===== src/rtl/alu_pkg.sv =====
// alu_pkg: shared definitions for the ALU execute unit.
//   - 4-bit ALU control encodings produced by the decoder
//   - FSM state enum (MUL/DIV/DONE exist only when ALU_EXEC_MULDIV_EN is defined)
//   - funct3 / funct7 field constants for base integer and RV32M encodings
package alu_pkg;

    typedef enum logic [3:0] {
        ALU_ADD    = 4'd0,
        ALU_SUB    = 4'd1,
        ALU_SLL    = 4'd2,
        ALU_SLT    = 4'd3,
        ALU_SLTU   = 4'd4,
        ALU_XOR    = 4'd5,
        ALU_SRL    = 4'd6,
        ALU_SRA    = 4'd7,
        ALU_OR     = 4'd8,
        ALU_AND    = 4'd9,
        ALU_MULDIV = 4'd14,
        ALU_ILL    = 4'd15
    } alu_ctrl_e;

`ifdef ALU_EXEC_MULDIV_EN
    typedef enum logic [1:0] {
        ST_IDLE = 2'd0,
        ST_MUL  = 2'd1,
        ST_DIV  = 2'd2,
        ST_DONE = 2'd3
    } state_e;
`else
    typedef enum logic {
        ST_IDLE = 1'b0
    } state_e;
`endif

    // Base integer funct3
    localparam logic [2:0] F3_ADD_SUB = 3'b000;
    localparam logic [2:0] F3_SLL     = 3'b001;
    localparam logic [2:0] F3_SLT     = 3'b010;
    localparam logic [2:0] F3_SLTU    = 3'b011;
    localparam logic [2:0] F3_XOR     = 3'b100;
    localparam logic [2:0] F3_SRL_SRA = 3'b101;
    localparam logic [2:0] F3_OR      = 3'b110;
    localparam logic [2:0] F3_AND     = 3'b111;

    // RV32M funct3
    localparam logic [2:0] F3_MUL    = 3'b000;
    localparam logic [2:0] F3_MULH   = 3'b001;
    localparam logic [2:0] F3_MULHSU = 3'b010;
    localparam logic [2:0] F3_MULHU  = 3'b011;
    localparam logic [2:0] F3_DIV    = 3'b100;
    localparam logic [2:0] F3_DIVU   = 3'b101;
    localparam logic [2:0] F3_REM    = 3'b110;
    localparam logic [2:0] F3_REMU   = 3'b111;

    localparam logic [6:0] F7_MULDIV = 7'b0000001;
    localparam int         F7_ALT    = 5;   // funct7 bit selecting sub / sra

endpackage


===== src/rtl/alu_muldiv_iter.sv =====
// alu_muldiv_iter: iterative RV32M datapath (shift-add multiply, restoring divide).
// Operands are captured as magnitudes on start; one iteration per step cycle;
// after XLEN steps `result` holds the sign-corrected answer for the captured funct3.
// Ports:
//   clk     - clock
//   start   - capture SrcA/SrcB/funct3 and initialise the iteration registers
//   step    - perform one multiply and one divide iteration
//   funct3  - RV32M operation select
//   SrcA/B  - operands (XLEN)
//   result  - final value, valid once XLEN steps have been taken
module alu_muldiv_iter
    import alu_pkg::*;
#(
    parameter int XLEN = 32
) (
    input  logic            clk,
    input  logic            start,
    input  logic            step,
    input  logic [2:0]      funct3,
    input  logic [XLEN-1:0] SrcA,
    input  logic [XLEN-1:0] SrcB,
    output logic [XLEN-1:0] result
);

    logic [2:0]        f3_q;
    logic [XLEN-1:0]   a_q, b_q;
    logic [2*XLEN-1:0] acc_q, mcand_q;
    logic [XLEN-1:0]   mplier_q;
    logic [XLEN-1:0]   rem_q, quot_q, dvsr_q;
    logic              neg_res_q, neg_rem_q;

    logic              signed_a, signed_b, a_neg, b_neg;
    logic [XLEN-1:0]   a_mag, b_mag;
    logic [XLEN:0]     r_shift, diff;

    always_comb begin
        signed_a = funct3[2] ? (funct3 == F3_DIV || funct3 == F3_REM)
                             : (funct3 == F3_MULH || funct3 == F3_MULHSU);
        signed_b = funct3[2] ? signed_a : (funct3 == F3_MULH);
        a_neg    = signed_a && SrcA[XLEN-1];
        b_neg    = signed_b && SrcB[XLEN-1];
        a_mag    = a_neg ? -SrcA : SrcA;
        b_mag    = b_neg ? -SrcB : SrcB;
        // Restoring step: bring in the next dividend bit and try to subtract.
        // While rem < divisor, bit XLEN of diff is set exactly when the trial goes negative.
        r_shift  = {rem_q, quot_q[XLEN-1]};
        diff     = r_shift - {1'b0, dvsr_q};
    end

    always_ff @(posedge clk) begin
        if (start) begin
            f3_q      <= funct3;
            a_q       <= SrcA;
            b_q       <= SrcB;
            neg_res_q <= a_neg ^ b_neg;
            neg_rem_q <= a_neg;
            acc_q     <= '0;
            mcand_q   <= {{XLEN{1'b0}}, a_mag};
            mplier_q  <= b_mag;
            rem_q     <= '0;
            quot_q    <= a_mag;
            dvsr_q    <= b_mag;
        end else if (step) begin
            if (mplier_q[0]) acc_q <= acc_q + mcand_q;
            mcand_q  <= mcand_q << 1;
            mplier_q <= mplier_q >> 1;
            if (!diff[XLEN]) begin
                rem_q  <= diff[XLEN-1:0];
                quot_q <= {quot_q[XLEN-2:0], 1'b1};
            end else begin
                rem_q  <= r_shift[XLEN-1:0];
                quot_q <= {quot_q[XLEN-2:0], 1'b0};
            end
        end
    end

    logic [2*XLEN-1:0] prod;
    logic [XLEN-1:0]   quot_fix, rem_fix;
    logic              b_zero, ovf;

    always_comb begin
        prod     = neg_res_q ? -acc_q : acc_q;
        quot_fix = neg_res_q ? -quot_q : quot_q;
        rem_fix  = neg_rem_q ? -rem_q : rem_q;
        b_zero   = (b_q == '0);
        ovf      = (a_q == {1'b1, {(XLEN-1){1'b0}}}) && (b_q == '1);
        result   = '0;
        case (f3_q)
            F3_MUL:                      result = prod[XLEN-1:0];
            F3_MULH, F3_MULHSU, F3_MULHU: result = prod[2*XLEN-1:XLEN];
            F3_DIV:  result = b_zero ? '1  : (ovf ? a_q : quot_fix);
            F3_DIVU: result = b_zero ? '1  : quot_q;
            F3_REM:  result = b_zero ? a_q : (ovf ? '0 : rem_fix);
            F3_REMU: result = b_zero ? a_q : rem_q;
            default: result = '0;
        endcase
    end

endmodule


===== src/rtl/alu_exec_unit.sv =====
// alu_exec_unit: RISC-V integer ALU execute stage with valid/ready handshakes.
// Single-cycle ops deliver a registered result one cycle after acceptance.
// With macro ALU_EXEC_MULDIV_EN defined, RV32M ops run on an iterative
// datapath (IDLE -> MUL/DIV for XLEN cycles -> DONE -> IDLE); without it
// those encodings report Illegal at latency 1.
// Ports:
//   clk, rst (async active-low)
//   in_valid/in_ready          - request handshake
//   ALUOp, op, funct3, funct7  - decode inputs
//   SrcA, SrcB                 - operands (XLEN)
//   out_valid/out_ready        - result handshake
//   Result, Zero, Illegal      - registered outputs, held while stalled
module alu_exec_unit
    import alu_pkg::*;
#(
    parameter int XLEN = 32
) (
    input  logic            clk,
    input  logic            rst,
    input  logic            in_valid,
    output logic            in_ready,
    input  logic [1:0]      ALUOp,
    input  logic [6:0]      op,
    input  logic [2:0]      funct3,
    input  logic [6:0]      funct7,
    input  logic [XLEN-1:0] SrcA,
    input  logic [XLEN-1:0] SrcB,
    output logic            out_valid,
    input  logic            out_ready,
    output logic [XLEN-1:0] Result,
    output logic            Zero,
    output logic            Illegal
);

    localparam int SHW = $clog2(XLEN);

    state_e          state_q, state_d;
    alu_ctrl_e       ctrl;
    logic            accept;
    logic [SHW-1:0]  shamt;
    logic [XLEN-1:0] alu_res;
    logic            unused_op;

    assign unused_op = ^{op[6], op[4:0]};
    assign in_ready  = (state_q == ST_IDLE) && (!out_valid || out_ready);
    assign accept    = in_valid && in_ready;
    assign shamt     = SrcB[SHW-1:0];
    assign Zero      = (Result == '0);

    always_comb begin
        ctrl = ALU_ILL;
        case (ALUOp)
            2'b00: ctrl = ALU_ADD;
            2'b01: ctrl = ALU_SUB;
            2'b10: begin
                if (op[5] && funct7 == F7_MULDIV) begin
`ifdef ALU_EXEC_MULDIV_EN
                    ctrl = ALU_MULDIV;
`else
                    ctrl = ALU_ILL;
`endif
                end else begin
                    case (funct3)
                        F3_ADD_SUB: ctrl = (op[5] && funct7[F7_ALT]) ? ALU_SUB : ALU_ADD;
                        F3_SLL:     ctrl = ALU_SLL;
                        F3_SLT:     ctrl = ALU_SLT;
                        F3_SLTU:    ctrl = ALU_SLTU;
                        F3_XOR:     ctrl = ALU_XOR;
                        F3_SRL_SRA: ctrl = funct7[F7_ALT] ? ALU_SRA : ALU_SRL;
                        F3_OR:      ctrl = ALU_OR;
                        default:    ctrl = ALU_AND;
                    endcase
                end
            end
            default: ctrl = ALU_ILL;
        endcase
    end

    always_comb begin
        alu_res = '0;
        case (ctrl)
            ALU_ADD:  alu_res = SrcA + SrcB;
            ALU_SUB:  alu_res = SrcA - SrcB;
            ALU_SLL:  alu_res = SrcA << shamt;
            ALU_SLT:  alu_res = {{(XLEN-1){1'b0}}, ($signed(SrcA) < $signed(SrcB))};
            ALU_SLTU: alu_res = {{(XLEN-1){1'b0}}, (SrcA < SrcB)};
            ALU_XOR:  alu_res = SrcA ^ SrcB;
            ALU_SRL:  alu_res = SrcA >> shamt;
            ALU_SRA:  alu_res = $unsigned($signed(SrcA) >>> shamt);
            ALU_OR:   alu_res = SrcA | SrcB;
            ALU_AND:  alu_res = SrcA & SrcB;
            default:  alu_res = '0;
        endcase
    end

`ifdef ALU_EXEC_MULDIV_EN
    localparam int CNT_W = (SHW < 1) ? 1 : SHW;

    logic [CNT_W-1:0] cnt_q;
    logic [XLEN-1:0]  md_result;
    logic             md_start, md_step;

    assign md_start = accept && (ctrl == ALU_MULDIV);
    assign md_step  = (state_q == ST_MUL) || (state_q == ST_DIV);

    alu_muldiv_iter #(.XLEN(XLEN)) u_muldiv (
        .clk    (clk),
        .start  (md_start),
        .step   (md_step),
        .funct3 (funct3),
        .SrcA   (SrcA),
        .SrcB   (SrcB),
        .result (md_result)
    );

    always_comb begin
        state_d = state_q;
        case (state_q)
            ST_IDLE: if (md_start) state_d = funct3[2] ? ST_DIV : ST_MUL;
            ST_MUL,
            ST_DIV:  if (cnt_q == CNT_W'(XLEN-1)) state_d = ST_DONE;
            default: state_d = ST_IDLE;
        endcase
    end

    always_ff @(posedge clk or negedge rst) begin
        if (!rst)          cnt_q <= '0;
        else if (md_start) cnt_q <= '0;
        else if (md_step)  cnt_q <= cnt_q + 1'b1;
    end
`else
    always_comb begin
        state_d = state_q;
    end
`endif

    always_ff @(posedge clk or negedge rst) begin
        if (!rst) begin
            state_q   <= ST_IDLE;
            out_valid <= 1'b0;
            Result    <= '0;
            Illegal   <= 1'b0;
        end else begin
            state_q <= state_d;
            // A consumed result drops unless replaced in the same cycle below.
            if (out_valid && out_ready) out_valid <= 1'b0;
            if (accept && ctrl != ALU_MULDIV) begin
                out_valid <= 1'b1;
                Result    <= (ctrl == ALU_ILL) ? '0 : alu_res;
                Illegal   <= (ctrl == ALU_ILL);
            end
`ifdef ALU_EXEC_MULDIV_EN
            if (state_q == ST_DONE) begin
                out_valid <= 1'b1;
                Result    <= md_result;
                Illegal   <= 1'b0;
            end
`endif
        end
    end

endmodule

===== config.mk =====
export PLATFORM = sky130hd
export DESIGN_NAME = alu_exec_unit
export DESIGN_NICKNAME = d
export VERILOG_FILES = /design/src/rtl/alu_pkg.sv /design/src/rtl/alu_muldiv_iter.sv /design/src/rtl/alu_exec_unit.sv
export SDC_FILE = /design/constraint.sdc
export NUM_CORES = 1
export LEC_CHECK = 0
export CAP_MARGIN = 25
export CORE_ASPECT_RATIO = 0.7
export CORE_MARGIN = 2
export CORE_UTILIZATION = 50
export DETAILED_ROUTE_END_ITERATION = 7
export PLACE_DENSITY_LB_ADDON = 0.08
export SLEW_MARGIN = 40
export SYNTH_ARGS = -nofsm -noshare
export SYNTH_HDL_FRONTEND = slang
export SYNTH_SLANG_ARGS = --single-unit

===== constraint.sdc =====
create_clock -name clk -period 5.2 [get_ports clk]
set_input_delay 1.04 -clock clk [delete_from_list [all_inputs] [get_ports clk]]
set_output_delay 1.04 -clock clk [all_outputs]
set_load 0.05 [all_outputs]

==> results.yml <==
cts:
  clk_latency_ps: 290
  cts_sinks: 34
  cts-hold-fix-buffers: 0
  numCtsBuffers: 5
  path_clk_slew_ps: 60
  cts_max_path_buffers: 2
  cts-root-buf: "clkbuf_16"
  cts_tree: "built"
  htree_levels: 2
  cts-resized-gates: 0
  post_cts_buffers: 0
grt:
  grt_start_max_net_pins: 99
  antenna_found_initial: 0
  grtUsageTotal_pct: 44.1
  grt_pass1_wl_mm: 74.8
  overflow: 0
  grt_pass1_vias: 11898
timing:
  finalSetupViolations: 0
  finalClockSkew_ps: 3.05
  min_period_ps: 4580
  setup_tns_ps: 0
  rsz0062_at_grt: "no"
  fmax_mhz: 218
  relSlewSlack_pct: 39.8
  finalCritPeriodShare_pct: 88.2
  hold-worst-slack_ps: 512
  worst_slew_pin_slew_ps: 896
  hold_viol_final: 0
  slew_viol_final: 0
worst_setup_path:
  worstSetupStartpointType: "input port"
  cp_max_fo: 10
  cp.required_ps: 5410
  r2r-start: "out_valid"
  r2r_end: "Result[18]"
  crit_type: "input port to flip-flop"
  rr_worst_depth: 6
  reg2reg_slack_ps: 2610
  crit_arrival_ps: 4800
  cp-end-kind: "flip-flop"
logic_synthesis:
  ys_seq_area_share_pct: 7.97
  synthCells: 1526
  ys_seq_elements: 34
  synth_area_per_cell_um2: 7.00
  synthArstFlopShare_pct: 100
  synth_ff_type: "dfrtp_1"
  syn_area_um2: 10700
  yosysUniqueCellTypes: 84
  synth-edff-count: 0
  synth_nets: 1715
  ys_warn_count: 0
pwr:
  pwr-share-comb_pct: 68.2
  ir_drop_mv: 0.146
  netSwitchingPower_mw: 1.23
  swShare_pct: 52.9
  p_leak_nw: 5.20
  p_int_mw: 1.10
  p_clk_share_pct: 15.3
  seq_power_share_pct: 16.5
  powerDensity_nw_per_um2: 188
  p_total_mw: 2.33
finish:
  n_antenna_cell: 0
  drive_gt1_share_pct: 10.1
  fillers: 2046
  most-common-layout-cells: "162 x nor2_1, 149 x nand2_1, 142 x a21oi_1"
  fin_util_pct: 59.2
  final_nets: 1779
  syn2layout_area_growth_pct: 15.7
  finalNonFillerCells: 1867
  layout_commonest_cell: "nor2_1"
drt:
  vias_per_cell: 7.23
  vias: 13495
  wire_per_inst_um: 27.3
  wirelength_mm: 51.0
  detail-route-antenna-nets: 0
  dr.pass1.iters: 6
  drc: 0
  dr.first_iter.drc_count: 2588
floorplanning:
  core_area_um2: 20900
  ios: 123
  die_w_um: 179
  num_rows: 44
  die-area_um2: 22600
  initial_core_util_pct: 51.2
  dieHeight_um: 126
hold_path:
  holdPathStages: 2
  min_from: "Illegal"
  hold_class: "flip-flop to flip-flop"
  min_to: "Illegal"
placement:
  place_congestion: 1.08
  dp.cells: 1859
  hpwl_mm: 40.3
  portBuffers: 116
run:
  maxCapViolations: 0
status:
  status: "complete, no violations"
==> kinds of logic after synthesis <==
family,after synthesis,share of synthesized area (%)
compound gates,557,34.1
simple gates,469,20.0
buf+inv,223,8.34
mux,119,15.7
fa+ha+maj,102,12.1
flops,34,7.97
xor+xnor,22,1.80
==> layer usage <==
metal / up-vias / GRT usage, % / part of all wire [%]
li1: 5818 / - / -
met1: 6308 / 63.1 / 40
met2: 1215 / 61.4 / 39
met3: 154 / 15.3 / 17
met4: 0 / 14.2 / 4.0
met5: - / 0 / 0
==> synthesized netlist by cell type (21+ instances only) <==
master | n | area [µm²]
nor2_1 | 163 | 612
nand2_1 | 149 | 559
a21oi_1 | 143 | 716
o21ai_0 | 124 | 621
ha_1 | 100 | 1250
inv_1 | 91 | 342
clkbuf_1 | 80 | 300
mux2i_1 | 62 | 621
mux4_2 | 37 | 833
nand3_1 | 35 | 175
buf_2 | 34 | 170
dfrtp_1 | 34 | 851
a211oi_1 | 32 | 240
o211ai_1 | 32 | 240
nor3_1 | 27 | 135
a21o_1 | 21 | 158
a31oi_1 | 21 | 131
o22ai_1 | 21 | 131
xnor2_1 | 21 | 184
==> critical path, cell delays in order <==
cell             delay (ps)
clkdlybuf4s50_1         710
inv_1                    80
ha_1                    470
nor2b_1                 100
a2111oi_0               450
a211oi_1                210
o31ai_1                 690
o211ai_1                270
a31oi_1                 260
mux2i_1                 240
o21ai_0                 100
a31oi_1                 180
==> power groups by stage <==
stage	registers, mW	clock network (mW)	logic (mW)
6_report	0.385	0.355	1.59
5_1_grt	0.384	0.363	1.66
4_1_cts	0.378	0.348	1.52
3_5_place_dp	0.382	0	1.51
3_3_place_gp	0.382	0	1.50
2_1_floorplan	0.521	0	0.792
==> through the flow <==
| stage | area (µm²) | setup WS, ps |
|---|---|---|
| 6_report | 12400 | 616 |
| 5_1_grt | 12400 | 354 |
| 4_1_cts | 12400 | 800 |
| 3_5_place_dp | 12200 | 504 |
| 3_3_place_gp | 12200 | 532 |
| 2_1_floorplan | 10700 | 967 |
==> worst max-delay path by stage <==
stage	start	endpoint	slack, ps	cells after the start
final	SrcA[4]	Result[29]	620	12
after global routing	SrcA[4]	Result[29]	350	12
after CTS	SrcA[4]	Result[29]	800	12
after detailed placement	SrcA[4]	Result[29]	500	12
after global placement	SrcA[4]	Result[30]	530	12
after floorplan	SrcB[3]	Result[0]	970	15
==> cell type report <==
| cell class | count | area, µm² | share of cell area, % |
|---|---|---|---|
| multi-input combinational | 1269 | 8950 | 72.4 |
| timing repair buffer | 185 | 1700 | 13.7 |
| sequential | 34 | 851 | 6.88 |
| inverter | 95 | 357 | 2.88 |
| tap | 276 | 345 | 2.79 |
| clock buffer | 5 | 125 | 1.01 |
| clock inverter | 3 | 40.0 | 0.324 |
==> flip-flops by register name (all words and copies together) (netlist names) <==
signal / cells
out_valid: 1
Result: 32
Illegal: 1
(Power assumes the default switching activity.)
